$ cat config.mk
export PLATFORM = sky130hd
export DESIGN_NAME = jk_bank_driver_flat
export DESIGN_NICKNAME = d
export VERILOG_FILES = /design/src/rtl/jk_bank_driver_if.sv /design/src/rtl/jk_bank_driver.sv /design/src/flat_wrapper.sv
export SDC_FILE = /design/constraint.sdc
export NUM_CORES = 1
export LEC_CHECK = 0
export ABC_AREA = 1
export CAP_MARGIN = 15
export CORE_AREA = 3 3 57 70
export CTS_CLUSTER_DIAMETER = 200
export CTS_CLUSTER_SIZE = 12
export DETAILED_ROUTE_END_ITERATION = 8
export DIE_AREA = 0 0 60 73
export PLACE_DENSITY_LB_ADDON = 0.3
export SYNTH_ARGS = -nofsm -noshare
export SYNTH_HDL_FRONTEND = slang
export SYNTH_SLANG_ARGS = --single-unit
$ cat constraint.sdc
create_clock -name clk -period 1.6 [get_ports clk]
set_input_delay 0.32 -clock clk [delete_from_list [all_inputs] [get_ports clk]]
set_output_delay 0.32 -clock clk [all_outputs]
set_load 0.1 [all_outputs]
$ cat src/rtl/jk_bank_driver_if.sv
// Request handshake plus latch-bank drive/feedback bundle for jk_bank_driver.
// The requester/bank side uses the master modport; the driver uses slave.
interface jk_bank_driver_if #(
   parameter int unsigned WIDTH = 4
);
   logic             tgt_valid;
   logic             tgt_ready;
   logic [WIDTH-1:0] tgt_data;
   logic             mode;
   logic [WIDTH-1:0] q_fb;
   logic [WIDTH-1:0] j;
   logic [WIDTH-1:0] k;
   logic             en;
   logic             done;
   logic             err;

   modport master (
      output tgt_valid, tgt_data, mode, q_fb,
      input  tgt_ready, j, k, en, done, err
   );

   modport slave (
      input  tgt_valid, tgt_data, mode, q_fb,
      output tgt_ready, j, k, en, done, err
   );
endinterface

$ cat src/rtl/jk_bank_driver.sv
// Drives a bank of JK latches toward a requested pattern. One enable pulse
// per attempt, one settle cycle, then the fed-back q is compared against the
// target; up to two retries before flagging a sticky error.
module jk_bank_driver #(
   parameter int unsigned WIDTH = 4
) (
   input logic           clk,
   input logic           rst,
   jk_bank_driver_if.slave bus
);

   typedef enum logic [1:0] {
      IDLE   = 2'd0,
      DRIVE  = 2'd1,
      SETTLE = 2'd2,
      CHECK  = 2'd3
   } state_t;

   localparam logic [1:0] RETRY_MAX = 2'd2;

   state_t           state_q,  state_d;
   logic [WIDTH-1:0] tgt_q,    tgt_d;
   logic [WIDTH-1:0] cur_q,    cur_d;
   logic             mode_q,   mode_d;
   logic [1:0]       retry_q,  retry_d;
   logic [WIDTH-1:0] j_q,      j_d;
   logic [WIDTH-1:0] k_q,      k_d;
   logic             en_q,     en_d;
   logic             done_q,   done_d;
   logic             err_q,    err_d;

   logic [WIDTH-1:0] diff;
   logic [WIDTH-1:0] set_mask;
   logic [WIDTH-1:0] clr_mask;

   // State and output registers; reset aborts any transaction silently.
   always_ff @(posedge clk) begin
      if (rst) begin
         state_q <= IDLE;
         tgt_q   <= '0;
         cur_q   <= '0;
         mode_q  <= 1'b0;
         retry_q <= '0;
         j_q     <= '0;
         k_q     <= '0;
         en_q    <= 1'b0;
         done_q  <= 1'b0;
         err_q   <= 1'b0;
      end else begin
         state_q <= state_d;
         tgt_q   <= tgt_d;
         cur_q   <= cur_d;
         mode_q  <= mode_d;
         retry_q <= retry_d;
         j_q     <= j_d;
         k_q     <= k_d;
         en_q    <= en_d;
         done_q  <= done_d;
         err_q   <= err_d;
      end
   end

   // Next-state, capture and excitation logic. The excitation is derived from
   // the values about to be captured (cur_d/tgt_d/mode_d) so that j/k/en land
   // in their registers on the same edge that enters DRIVE.
   always_comb begin
      state_d  = state_q;
      tgt_d    = tgt_q;
      cur_d    = cur_q;
      mode_d   = mode_q;
      retry_d  = retry_q;
      err_d    = err_q;
      done_d   = 1'b0;
      en_d     = 1'b0;
      j_d      = '0;
      k_d      = '0;
      diff     = '0;
      set_mask = '0;
      clr_mask = '0;

      case (state_q)
         IDLE: begin
            if (bus.tgt_valid) begin
               tgt_d   = bus.tgt_data;
               mode_d  = bus.mode;
               cur_d   = bus.q_fb;
               err_d   = 1'b0;
               retry_d = '0;
               if (bus.tgt_data == bus.q_fb) begin
                  state_d = CHECK;
               end else begin
                  state_d = DRIVE;
               end
            end
         end
         DRIVE: begin
            state_d = SETTLE;
         end
         SETTLE: begin
            state_d = CHECK;
         end
         CHECK: begin
            if (bus.q_fb == tgt_q) begin
               state_d = IDLE;
               done_d  = 1'b1;
            end else if (retry_q < RETRY_MAX) begin
               retry_d = retry_q + 2'd1;
               cur_d   = bus.q_fb;
               state_d = DRIVE;
            end else begin
               state_d = IDLE;
               err_d   = 1'b1;
            end
         end
         default: begin
            state_d = IDLE;
         end
      endcase

      if (state_d == DRIVE) begin
         diff     = cur_d ^ tgt_d;
         set_mask = mode_d ? {WIDTH{1'b1}} : tgt_d;
         clr_mask = mode_d ? {WIDTH{1'b1}} : ~tgt_d;
         en_d     = 1'b1;
         j_d      = diff & set_mask;
         k_d      = diff & clr_mask;
      end
   end

   assign bus.tgt_ready = (state_q == IDLE) && !rst;
   assign bus.j         = j_q;
   assign bus.k         = k_q;
   assign bus.en        = en_q;
   assign bus.done      = done_q;
   assign bus.err       = err_q;

   // Output invariants: done/err exclusive, enable confined to DRIVE.
   always @(posedge clk) begin
      if (!rst) begin
         assert (!(done_q && err_q));
         assert (!en_q || state_q == DRIVE);
      end
   end

endmodule

$ cat src/flat_wrapper.sv
// flat-port wrapper written by rule: the top's interface ports become plain ports
module jk_bank_driver_flat 
#(
   parameter int unsigned WIDTH = 4
)
  (clk, rst, bus_tgt_valid, bus_tgt_data, bus_mode, bus_q_fb, bus_tgt_ready, bus_j, bus_k, bus_en, bus_done, bus_err);
  jk_bank_driver_if #(.WIDTH(WIDTH)) bus_i ();
  input logic clk;
  input logic rst;
  input wire logic [$bits(bus_i.tgt_valid)-1:0] bus_tgt_valid;
  input wire logic [$bits(bus_i.tgt_data)-1:0] bus_tgt_data;
  input wire logic [$bits(bus_i.mode)-1:0] bus_mode;
  input wire logic [$bits(bus_i.q_fb)-1:0] bus_q_fb;
  output wire logic [$bits(bus_i.tgt_ready)-1:0] bus_tgt_ready;
  output wire logic [$bits(bus_i.j)-1:0] bus_j;
  output wire logic [$bits(bus_i.k)-1:0] bus_k;
  output wire logic [$bits(bus_i.en)-1:0] bus_en;
  output wire logic [$bits(bus_i.done)-1:0] bus_done;
  output wire logic [$bits(bus_i.err)-1:0] bus_err;
  assign bus_i.tgt_valid = bus_tgt_valid;
  assign bus_i.tgt_data = bus_tgt_data;
  assign bus_i.mode = bus_mode;
  assign bus_i.q_fb = bus_q_fb;
  assign bus_tgt_ready = bus_i.tgt_ready;
  assign bus_j = bus_i.j;
  assign bus_k = bus_i.k;
  assign bus_en = bus_i.en;
  assign bus_done = bus_i.done;
  assign bus_err = bus_i.err;
  jk_bank_driver #(.WIDTH(WIDTH)) u_core (.clk(clk), .rst(rst), .bus(bus_i));
endmodule
==> run summary <==
Outcome - finished, final reports clean
Largest net degree at the start of global routing - 14
First drt pass iteration count - 4
Synthesized area per cell - 6.476 sq um
Multi-input gate area - 773.2 sq um
Crit share post-route - 99.37%
Flops & latches, synth - 24
Clock transition at path regs - 0.09 ns
Setup_tns - 0 ns
Rows - 23
Area leader, netlist - dfxtp_1
Worst-path maximum fanout - 3
Max Slew Vio Count - 0
N_diodes - 0
Setup Crit Path Kind - reg2out
Synth unique cells - 21
Die ar. - 4380 sq um
Setup ws final - 0.01011 ns
DR vias - 1370
DRT Wirelength - 3238 microns
Root Driver - clkbuf_8
Slowest cell delay on critical path - 0.33 ns
Min-delay worst type - reg2reg
Placed Cells - 288
Critical path arrival - 1.27 ns
Io pins - 24
Worst Max-Slew Pin Slew - 0.3495 ns
Die Y - 73 microns
Drt drc - 0
CP Cell Sequence - inv_2 > ha_4 > buf_6 > inv_4 > nor2_4 > buf_12
DRT iter0 DRCs - 29
Final nets - 275
Final setup vio count - 0
FF+latch area - 483.0 sq um
Ys Warns - 0
Worst EP required - 1.28 ns
VDD IR max - 0.001363 V
CP Launch Type - flip-flop
PD cells - 2153 nW/um^2
Final ANT Viol Nets - 0
CP Launch Point - u_core.state_q[0]$_SDFF_PP0_
Worst r2r src - u_core.state_q[0]$_SDFF_PP0_
Area Overhead vs Synth - 55.04%
Fmax - 629.0 MHz
RSZ-0062 raised after global routing - yes
FFs w/ async S/R, synth - 0%
Vias in the first global route - 1335
Fill count - 290
Seq/Total Area, Yosys - 36.19%
Netlist Area Pre-Place - 1328 sq um
Post-detailed-route wirelength per cell - 10.98 microns
Post-synth top area share - 36.19%
Global-route wire length before repair - 5444 microns
CTS tree - done
Max Cap Viol - 0
Antenna violations before repair - 0
Die Wd - 60 microns
Cells after Synth - 205
Most common cell after layout, fill and taps aside - nand2_1
Finished Layout Cells - 295
Gp weighted congestion - 0.9334
Crit path time final - 1.590 ns
Crit-path slowest cell - dfxtp_2
Post-synthesis net count - 221
Total GRT Usage - 16.08%
DP HPWL - 2449 microns
H-tree depth - 1
Most frequent cells in the layout - 60 x nand2_1, 29 x nor2_1, 27 x buf_4
Critical path buffer and inverter count - 4
Launch point of the worst hold path - u_core.bus.err$_SDFFE_PP0P_
Core Area - 3338 sq um
Area contributors post-synth - dfxtp_1 36%, nand2_1 18%, nor2_1 9.0%
IO buf count - 23
Initial Util - 39.77%
Design Power - 4430 uW
EDFF count, synth - 0
Main synth FF type - dfxtp_1
Pleak - 0.001041 uW
Setup crit end kind - primary output
Total grt overflow - 0
Longest Clk Path Bufs - 2
Clock Sinks - 24
Avg Vias per Cell - 4.644
Hold Fails Final Rpt - 0
Crit-path leading delay family - buffers and inverters
Slew margin rel. - 76.67%
Num CTS Buffers - 3
Layout cell share with drive strength beyond 1 - 30.23%
Clk_lat worst skew - 0.27 ns
Layout Skew - 0.003450 ns
Setup WS pre-CTS - -0.4212 ns
[timing repair]
item,4_1_cts,5_1_grt
hold buffers,0,0
pin swaps,4,7
setup buffers,0,2
resized for setup,14,16
endpoints found under the hold margin,0,0
setup endpoints to repair,15,11
cloned,0,1
[routing by layer]
layer  track usage, %  wire [microns]  up-vias
li1                 -               -      737
met1            18.72            1444      612
met2            28.25            1645       15
met3            3.363              87        6
met4            5.911              61        0
met5                0               0        -
[cells in the mapped netlist, types with 2 or more instances]
cell	instances
nand2_1	63
o22ai_1	3
a21oi_1	6
inv_1	28
ha_1	4
nand2_2	3
buf_4	2
o21ai_0	9
nor2_1	32
dfxtp_1	24
nand3_2	6
inv_2	4
nand3_1	11
nor2_4	3
[per-stage QoR]
stage / instance area, sq um / utilization [%] / hold slack [ns]
after global routing: 2058 / 61.66 / 0.5070
after detailed placement: 1911 / 57.23 / 0.4821
after global placement: 1911 / 57.23 / 0.4713
after floorplan: 1335 / - / 0.3891
final: 2058 / 61.66 / 0.4893
after CTS: 1988 / 59.56 / 0.4944
[cells by family (layout without fill, tap and decap cells)]
logic type / count (synthesis) / after routing / synth area share (%)
flip-flops: 24 / 24 / 36.19
AO/OA/AOI/OAI: 21 / 21 / 8.577
XOR/XNOR: 1 / 1 / 0.6599
buffers and inverters: 36 / 88 / 10.84
AND/OR/NAND/NOR: 119 / 120 / 39.96
adder cells (fa/ha/maj): 4 / 4 / 3.770
[sequential cells by signal, indices dropped and copies added (netlist names)]
signal	flops
u_core.bus.done	1
u_core.bus.en	1
u_core.bus.err	1
u_core.bus.j	4
u_core.bus.k	4
u_core.cur_q	4
u_core.mode_q	1
u_core.retry_q	2
u_core.state_q	2
u_core.tgt_q	4
[layout make-up]
type | count | area share (%)
Clock buffer | 4 | 2.675
Inverter | 32 | 5.957
Multi-Input combinational cell | 146 | 37.57
Sequential cell | 24 | 23.47
Tap cell | 37 | 2.249
Timing Repair Buffer | 52 | 28.09
[final timing paths]
kind | endpoint | slack [ns] | cells past startpoint
max | bus_tgt_ready | 0.01 | 6
min | u_core.bus.err$_SDFFE_PP0P_ | 0.49 | 2
max reg2reg | u_core.bus.j[0]$_SDFF_PP0_ | 0.11 | 9
min reg2reg | u_core.bus.err$_SDFFE_PP0P_ | 0.49 | 2
[tightest hold or removal path, cell delays in order, from the launching register on]
cell and delay (ns):
dfxtp_1 0.34, inv_1 0.06, a21oi_1 0.05
[power by group]
group | total [uW] | leakage, uW | internal [uW] | switching [uW]
clock | 422 | 0.0000288 | 220 | 202
sequential | 923 | 0.000197 | 793 | 130
combinational | 3090 | 0.000815 | 1220 | 1870
total | 4430 | 0.00104 | 2230 | 2200
Note: power is estimated with default switching activity, not from simulation.
